## src/rtl/text_buffer_if.sv

```systemverilog
// Host byte-stream handshake into the text buffer: valid/ready with an 8-bit payload.
interface text_buffer_if;
    logic       in_valid;
    logic [7:0] in_data;
    logic       in_ready;

    modport master (output in_valid, output in_data, input in_ready);
    modport slave  (input in_valid, input in_data, output in_ready);
endinterface

```

## src/rtl/text_buffer_ctrl.sv

```systemverilog
// Writable character buffer for the VGA text renderer. Host writes land only during
// blanking; form feed runs a blank-gated clear sweep across every cell.
module text_buffer_ctrl #(
    parameter int          N    = 32,
    parameter logic [7:0]  FILL = 8'h20
) (
    input  logic              clk,
    input  logic              rst_n,
    input  logic              blank,
    text_buffer_if.slave      host,
    input  logic [4:0]        rd_col,
    output logic [7:0]        rd_char,
    output logic [4:0]        cursor,
    output logic              busy
);
    typedef enum logic {IDLE, CLEAR} state_t;

    localparam logic [4:0] LAST = 5'(N - 1);

    state_t     state_q, state_d;
    logic [4:0] cursor_q, cursor_d;
    logic [4:0] clr_idx_q, clr_idx_d;
    logic [7:0] buf_q [N];

    logic       accept;
    logic       wr_en;
    logic [4:0] wr_idx;
    logic [7:0] wr_data;

    assign host.in_ready = (state_q == IDLE) & blank;
    assign accept        = host.in_valid & host.in_ready;
    assign busy          = (state_q == CLEAR);
    assign cursor        = cursor_q;

    always_comb begin
        state_d   = state_q;
        cursor_d  = cursor_q;
        clr_idx_d = clr_idx_q;
        wr_en     = 1'b0;
        wr_idx    = cursor_q;
        wr_data   = FILL;
        case (state_q)
            IDLE: begin
                if (accept) begin
                    if (host.in_data >= 8'h20 && host.in_data <= 8'h7F) begin
                        wr_en    = 1'b1;
                        wr_data  = host.in_data;
                        cursor_d = (cursor_q == LAST) ? 5'd0 : cursor_q + 5'd1;
                    end else if (host.in_data == 8'h0D) begin
                        cursor_d = 5'd0;
                    end else if (host.in_data == 8'h08) begin
                        // Backspace erases the cell it steps back onto.
                        cursor_d = (cursor_q == 5'd0) ? LAST : cursor_q - 5'd1;
                        wr_en    = 1'b1;
                        wr_idx   = cursor_d;
                    end else if (host.in_data == 8'h0C) begin
                        cursor_d  = 5'd0;
                        clr_idx_d = 5'd0;
                        state_d   = CLEAR;
                    end
                end
            end
            CLEAR: begin
                if (blank) begin
                    wr_en  = 1'b1;
                    wr_idx = clr_idx_q;
                    if (clr_idx_q == LAST) begin
                        clr_idx_d = 5'd0;
                        state_d   = IDLE;
                    end else begin
                        clr_idx_d = clr_idx_q + 5'd1;
                    end
                end
            end
            default: state_d = IDLE;
        endcase
    end

    always_ff @(posedge clk or negedge rst_n) begin
        if (!rst_n) begin
            state_q   <= IDLE;
            cursor_q  <= 5'd0;
            clr_idx_q <= 5'd0;
            for (int i = 0; i < N; i++) buf_q[i] <= FILL;
        end else begin
            state_q   <= state_d;
            cursor_q  <= cursor_d;
            clr_idx_q <= clr_idx_d;
            for (int i = 0; i < N; i++)
                if (wr_en && wr_idx == 5'(i)) buf_q[i] <= wr_data;
        end
    end

    // Columns past the buffer read back as the fill code.
    always_comb begin
        rd_char = FILL;
        for (int i = 0; i < N; i++)
            if (rd_col == 5'(i)) rd_char = buf_q[i];
    end
endmodule

```

## src/flat_wrapper.sv

```systemverilog
// flat-port wrapper written by rule: the top's interface ports become plain ports
module text_buffer_ctrl_flat 
#(
    parameter int          N    = 32,
    parameter logic [7:0]  FILL = 8'h20
)
  (clk, rst_n, blank, rd_col, rd_char, cursor, busy, host_in_valid, host_in_data, host_in_ready);
  text_buffer_if host_i ();
  input  logic clk;
  input  logic rst_n;
  input  logic blank;
  input  logic [4:0] rd_col;
  output logic [7:0] rd_char;
  output logic [4:0] cursor;
  output logic busy;
  input wire logic [$bits(host_i.in_valid)-1:0] host_in_valid;
  input wire logic [$bits(host_i.in_data)-1:0] host_in_data;
  output wire logic [$bits(host_i.in_ready)-1:0] host_in_ready;
  assign host_i.in_valid = host_in_valid;
  assign host_i.in_data = host_in_data;
  assign host_in_ready = host_i.in_ready;
  text_buffer_ctrl #(.N(N), .FILL(FILL)) u_core (.clk(clk), .rst_n(rst_n), .blank(blank), .host(host_i), .rd_col(rd_col), .rd_char(rd_char), .cursor(cursor), .busy(busy));
endmodule
```

## config.mk

```make
export PLATFORM = sky130hd
export DESIGN_NAME = text_buffer_ctrl_flat
export DESIGN_NICKNAME = d
export VERILOG_FILES = /design/src/rtl/text_buffer_if.sv /design/src/rtl/text_buffer_ctrl.sv /design/src/flat_wrapper.sv
export SDC_FILE = /design/constraint.sdc
export NUM_CORES = 1
export LEC_CHECK = 0
export BUFFER_PORTS_ARGS = -buffer_cell sky130_fd_sc_hd__buf_2
export CELL_PAD_IN_SITES_DETAIL_PLACEMENT = 0
export CELL_PAD_IN_SITES_GLOBAL_PLACEMENT = 1
export CORE_MARGIN = 1.5
export CORE_UTILIZATION = 35
export CTS_CLUSTER_SIZE = 25
export DETAILED_ROUTE_END_ITERATION = 10
export MAX_ROUTING_LAYER = met4
export PLACE_DENSITY = 0.61
export SYNTH_ARGS = -nofsm -noshare
export SYNTH_HDL_FRONTEND = slang
export SYNTH_SLANG_ARGS = --single-unit
```

## constraint.sdc

```tcl
create_clock -name clk -period 4.6 [get_ports clk]
set_clock_uncertainty 0.15 [all_clocks]
set_input_delay 0.69 -clock clk [delete_from_list [all_inputs] [get_ports clk]]
set_output_delay 0.69 -clock clk [all_outputs]
set_load 0.05 [all_outputs]
```

# == After elaboration in Yosys (flattened, before gate mapping) ==
# Cells that the tools add are included.
# totals
regBits,267
inputBits,17
out_inout_bits,15
word_cells,223
# classes
add_sub_neg,3
order_cmp,2
eq_ne,73
muxes,68
bitwise,3
n_reduce_logical,39
# op_table
op,n
two-way mux 8 bit,35
equality test 5 bit (second input constant),34
two-way mux 5 bit,17
equality test 5 x 4 -> 1 bit (second input constant),16
equality test 5 x 3 -> 1 bit (second input constant),8
logical AND 1 bit,33
equality test 8 x 4 -> 1 bit (second input constant),3
equality test 5 x 2 -> 1 bit (second input constant),4
case mux 5 bit (2 select lines),2
logical NOT 5 bit,3
two-way mux 1 bit,12
adder 5 x 1 -> 5 bit (second input constant),2
equality test 5 x 1 -> 1 bit (second input constant),2
inequality test 2 bit (second input constant),5
>= comparator 8 x 6 -> 1 bit (second input constant),1
less-or-equal comparator 8 x 7 -> 1 bit (second input constant),1
AND reduction 6 bit,1
subtractor 5 x 1 -> 5 bit (second input constant),1
case mux 1 bit (2 select lines),2
nonzero test 4 bit,1
AND reduction 3 bit,1
AND 1 bit,2
inequality test 2 x 1 -> 1 bit (second input constant),1
inverter 1 bit,1

# == Longest topological paths before layout ==
# logic_depth
ltp_word,33
ltp_mapped,12
mapped_depth_nobuf,9

# == Worst setup path after synthesis ==
# Ideal clock, no wire load.
# synth_timing
path_kind,input -> output
start,input port rd_col[0]
end,output port rd_char[3]
arrival_ns,3.470
required_time_ns,3.760
path_slack_ns,0.290
path_stages,9
path_buffers,5
cell_sequence,clkbuf_1 -> clkbuf_1 -> buf_1 -> buf_1 -> clkbuf_1 -> a21oi_1 -> nor3b_1 -> o31ai_1 -> a21oi_1
# synth_between
elab_chain_cells,33
elab_cells_between_ends,64
classes_between,31 x eq/ne; 32 x mux; 1 x reduce/logical
# synth_rtl
element,line_no,source
from (decl),flat_wrapper.sv:12,input logic [4:0] rd_col;
logical NOT 5 bit,text_buffer_ctrl.sv:98,if (rd_col == 5'(i)) rd_char = buf_q[i];
two-way mux 8 bit (31 in series),text_buffer_ctrl.sv:98,
two-way mux 8 bit (*),text_buffer_ctrl.sv:98,
to (decl),flat_wrapper.sv:13,output logic [7:0] rd_char;
# Mark *: on every way between the ends. The rest lies on a longest branch, timed or not.

# == Worst setup path after layout ==
# layout_timing
start,input port rd_col[2]
end,output port rd_char[2]
# The elaborated chain is that of the path after synthesis.

==> summary.txt <==
Power
  • Total internal power: between 4000 and 5000 uW
  • IR Drop Worst-Case VDD: around 300 uV
  • Share of power burned in the clock network: 0.428
  • Switching component of the power: between 1000 and 1500 uW
  • Leakage Power: between 0.007 and 0.008 uW
  • Proportion of power drawn by combinational gates: 0.124
  • Proportion of total power due to net switching: 0.2649
  • Register share of total power: 0.448
  • Power density cells: between 300 and 400 mW/mm^2

GRT
  • Maximum number of pins on one net before global-route repair: just over 100
  • All-Layer GR Usage: 0.2262
  • Initial antenna violation count: 1
  • Vias in the first global route: ~11000
  • Overflow left after global routing: 0
  • Global-route wire length before repair: 68410 um

Synth
  • Number of synthesis warnings: 0
  • Ranking of synthesized cells by instance count: 236 x mux2_2, 235 x dfrtp_1, 86 x nand2_1
  • Share of the synthesized area in compound gates (AO/OA/AOI/OAI): 0.1282
  • Main area contributors after synthesis: dfrtp_1 42%, mux2_2 19%, dfstp_2 6.0%
  • Simple-Gate Fraction of Synth Area: 0.1251
  • Mapped cell area: around 0.014 mm^2
  • Multiplexer area fraction after synthesis: 0.2333
  • Synthesized Nets: around 1300
  • Number of standard cells after synthesis: around 1300
  • Number of synthesized register bits: approximately 270
  • Xor and xnor area share after synthesis: 0.001872
  • Most numerous cell in the Yosys netlist: mux2_2
  • Cell taking the most area after synthesis: dfrtp_1
  • Avg Synthesized Cell Area: 11.14 um^2
  • Dominant register cell in the synthesized netlist: dfrtp_1
  • Share of synthesized cell area in full adder, half adder and majority cells: 0.004457
  • Area share of the largest cell type after synthesis: 0.4189
  • Asr flop ratio synth: 1.000
  • Count of flip-flops with a built-in enable after synthesis: 0
  • Sequential fraction of the synthesis area: 0.4788
  • Number of distinct library cell variants in the gate-level netlist after synthesis: between 80 and 90
  • Dominant combinational cell family by area after synthesis: multiplexers

Worst hold path
  • Classification of the worst-slack hold path: in2async

Critical path
  • CP Buf/Inv Count: 2
  • Worst Path Required: between 3 and 4 ns
  • Cell mode on critical path: buf_2
  • Startpoint types: input pin
  • Crit path kind: in2out
  • Arrival time at the worst endpoint: approximately 3.4 ns
  • Critical-path cell list: buf_2 -> nand2b_1 -> nor2_1 -> o21ai_0 -> a22oi_1 -> o221ai_1 -> a221oi_1 -> or3_1 -> buf_2
  • Master of the slowest instance on the critical path: nor2_1
  • Startpoint of the most critical register-to-register path: u_core.cursor[1]$_DFFE_PN0P_
  • Kind of end point of the critical path: output port
  • Startpoint of the worst setup timing path: rd_col[2]
  • Largest driver fanout on the critical path: 24
  • Kind of cell with the highest combined delay on the critical path: compound AO/OA/AOI/OAI gates
  • CP peak stage delay: 0.58 ns

Floorplanning
  • Initial core utilization: 0.3541
  • Area of the die: 0.04132 mm^2
  • IO Count: 32
  • Overall die height: slightly above 200 um
  • FP Rows: between 70 and 80
  • Core region area: just under 0.04 mm^2
  • Horizontal extent of the die: 203.3 um

Drt
  • Final wirelength: around 45000 um
  • Initial drt markers: about 790
  • Drt drc: 0
  • Per-cell via count in the routed design: between 5 and 6
  • Average routed wire per standard cell: 24.60 um
  • Number of vias after detailed routing: approximately 11000
  • Drt first pass iters: 5
  • Detail Route Antenna Nets: 0

Clocking
  • TritonCTS clock tree: yes
  • Hold Buf Count CTS: 0
  • Clock sinks: 267
  • TritonCTS Buffers: 30
  • Post CTS Setup Buffer Count: 0
  • Resized Gates After CTS: 0
  • Clock-pin slew reported for the worst setup and hold paths after clock tree synthesis: 0.06 ns
  • Latest clock arrival within the worst-skew pair: between 0.5 and 0.6 ns
  • H-tree levels: 1
  • Buffer levels on the longest clock path: 3
  • CTS Root Cell: clkbuf_16

STA
  • RSZ-0062 raised after global routing: no
  • Timing-limited maximum frequency: about 230 MHz
  • Number of failing setup endpoints in the final timing report: 0
  • Number of slew-limit violations in the final report: 0
  • Min cycle time layout: ~4.3 ns
  • Part of the cycle the worst path needs: 0.9284
  • Worst slew margin relative to its limit: 0.4293
  • Hold violation count in the final report: 0
  • Worst-margin pin slew: between 0.8 and 0.9 ns
  • Final sum of negative setup slack: 0 ns

Placement
  • Port bufs: 31
  • HPWL after DPL: 30840 um
  • Post-Place Cell Area: 0.01499 mm^2
  • RePlAce Congestion: between 0.8 and 0.9

Final layout
  • Area delta synth->final: 13.70%
  • Layout cells sized above 1: 0.3346
  • Layout net count: 1310
  • Final non-filler cell area: about 0.016 mm^2

Run
  • Number of maximum-capacitance violations: 0

Outcome
  • Run status: completed
==> layout by cell type (no fill, tap or decap), types with 27 or more instances in the layout <==
| cell type | n |
|---|---|
| a21oi_1 | 65 |
| buf_4 | 53 |
| clkbuf_16 | 31 |
| dfrtp_1 | 235 |
| dfstp_2 | 32 |
| mux2_2 | 236 |
| nand2_1 | 86 |
| nand3_1 | 27 |
| nor2_1 | 73 |
| o21ai_0 | 55 |
==> layer usage <==
metal / GRT usage / wire, um / up-vias / part of all wire
met2: 0.3430 / 20640 / 307 / 0.46
li1: - / - / 4727 / -
met3: 0.03547 / 2459 / 78 / 0.054
met4: 0.07672 / 1515 / 0 / 0.034
met5: - / 0 / - / 0
met1: 0.3083 / 20610 / 5465 / 0.46
==> through the flow <==
stage | worst slack [ns] | util | instances | hold slack [ns] | power (uW)
6_report | 0.3292 | 0.4026 | 1838 | 0.02635 | 5511
5_1_grt | 0.2328 | 0.4026 | 1838 | 0.08710 | 5730
4_1_cts | 0.4367 | 0.4026 | 1837 | 0.05313 | 5579
3_5_place_dp | 0.4405 | 0.3782 | 1781 | 0.3156 | 3190
3_3_place_gp | 0.4857 | 0.3782 | 1781 | 0.3146 | 3186
2_1_floorplan | 0.2900 | - | 1260 | 0.2444 | 2917
==> cell type report <==
| type | instances | area (um^2) |
|---|---|---|
| Timing Repair Buffer | 85 | 643.1 |
| Antenna cell | 1 | 2.502 |
| Clock inverter | 6 | 60.06 |
| Clock buffer | 50 | 907.1 |
| Fill cell | 3890 | 23680 |
| Inverter | 12 | 45.04 |
| Sequential cell | 267 | 6721 |
| Multi-Input combinational cell | 892 | 6924 |
| Tap cell | 525 | 656.9 |
==> power groups by stage <==
| stage | Combinational [uW] | Sequential (uW) | Clock [uW] |
|---|---|---|---|
| final | 683 | 2470 | 2360 |
| after global routing | 736 | 2480 | 2520 |
| after CTS | 682 | 2470 | 2430 |
| after detailed placement | 681 | 2510 | 0 |
| after global placement | 678 | 2510 | 0 |
| after floorplan | 396 | 2520 | 0 |
==> kinds of logic after synthesis <==
| kind of cell | count (synthesis) |
|---|---|
| compound gates | 272 |
| buf+inv | 101 |
| mux | 279 |
| flops | 267 |
| xor+xnor | 3 |
| simple gates | 333 |
| fa+ha+maj | 5 |
==> path summary, 6_finish.rpt <==
| path | slack, ns | to | depth (start not counted) |
|---|---|---|---|
| max | 0.33 | rd_char[2] | 9 |
| min | 0.03 | u_core.cursor[2]$_DFFE_PN0P_ | 1 |
| max reg2reg | 0.72 | u_core.buf_q[46]$_DFFE_PN0P_ | 9 |
| min reg2reg | 0.34 | u_core.buf_q[175]$_DFFE_PN0P_ | 1 |
| max in group asynchronous | 3.06 | u_core.buf_q[107]$_DFFE_PN0P_ | 2 |
| min in group clk | 0.34 | u_core.buf_q[175]$_DFFE_PN0P_ | 1 |
==> state kept, by name, indices dropped and copies added, names as in the netlist <==
| signal | flops |
|---|---|
| u_core.buf_q | 256 |
| u_core.busy | 1 |
| u_core.clr_idx_q | 5 |
| u_core.cursor | 5 |
No activity file was read; power rests on OpenSTA's default activity.
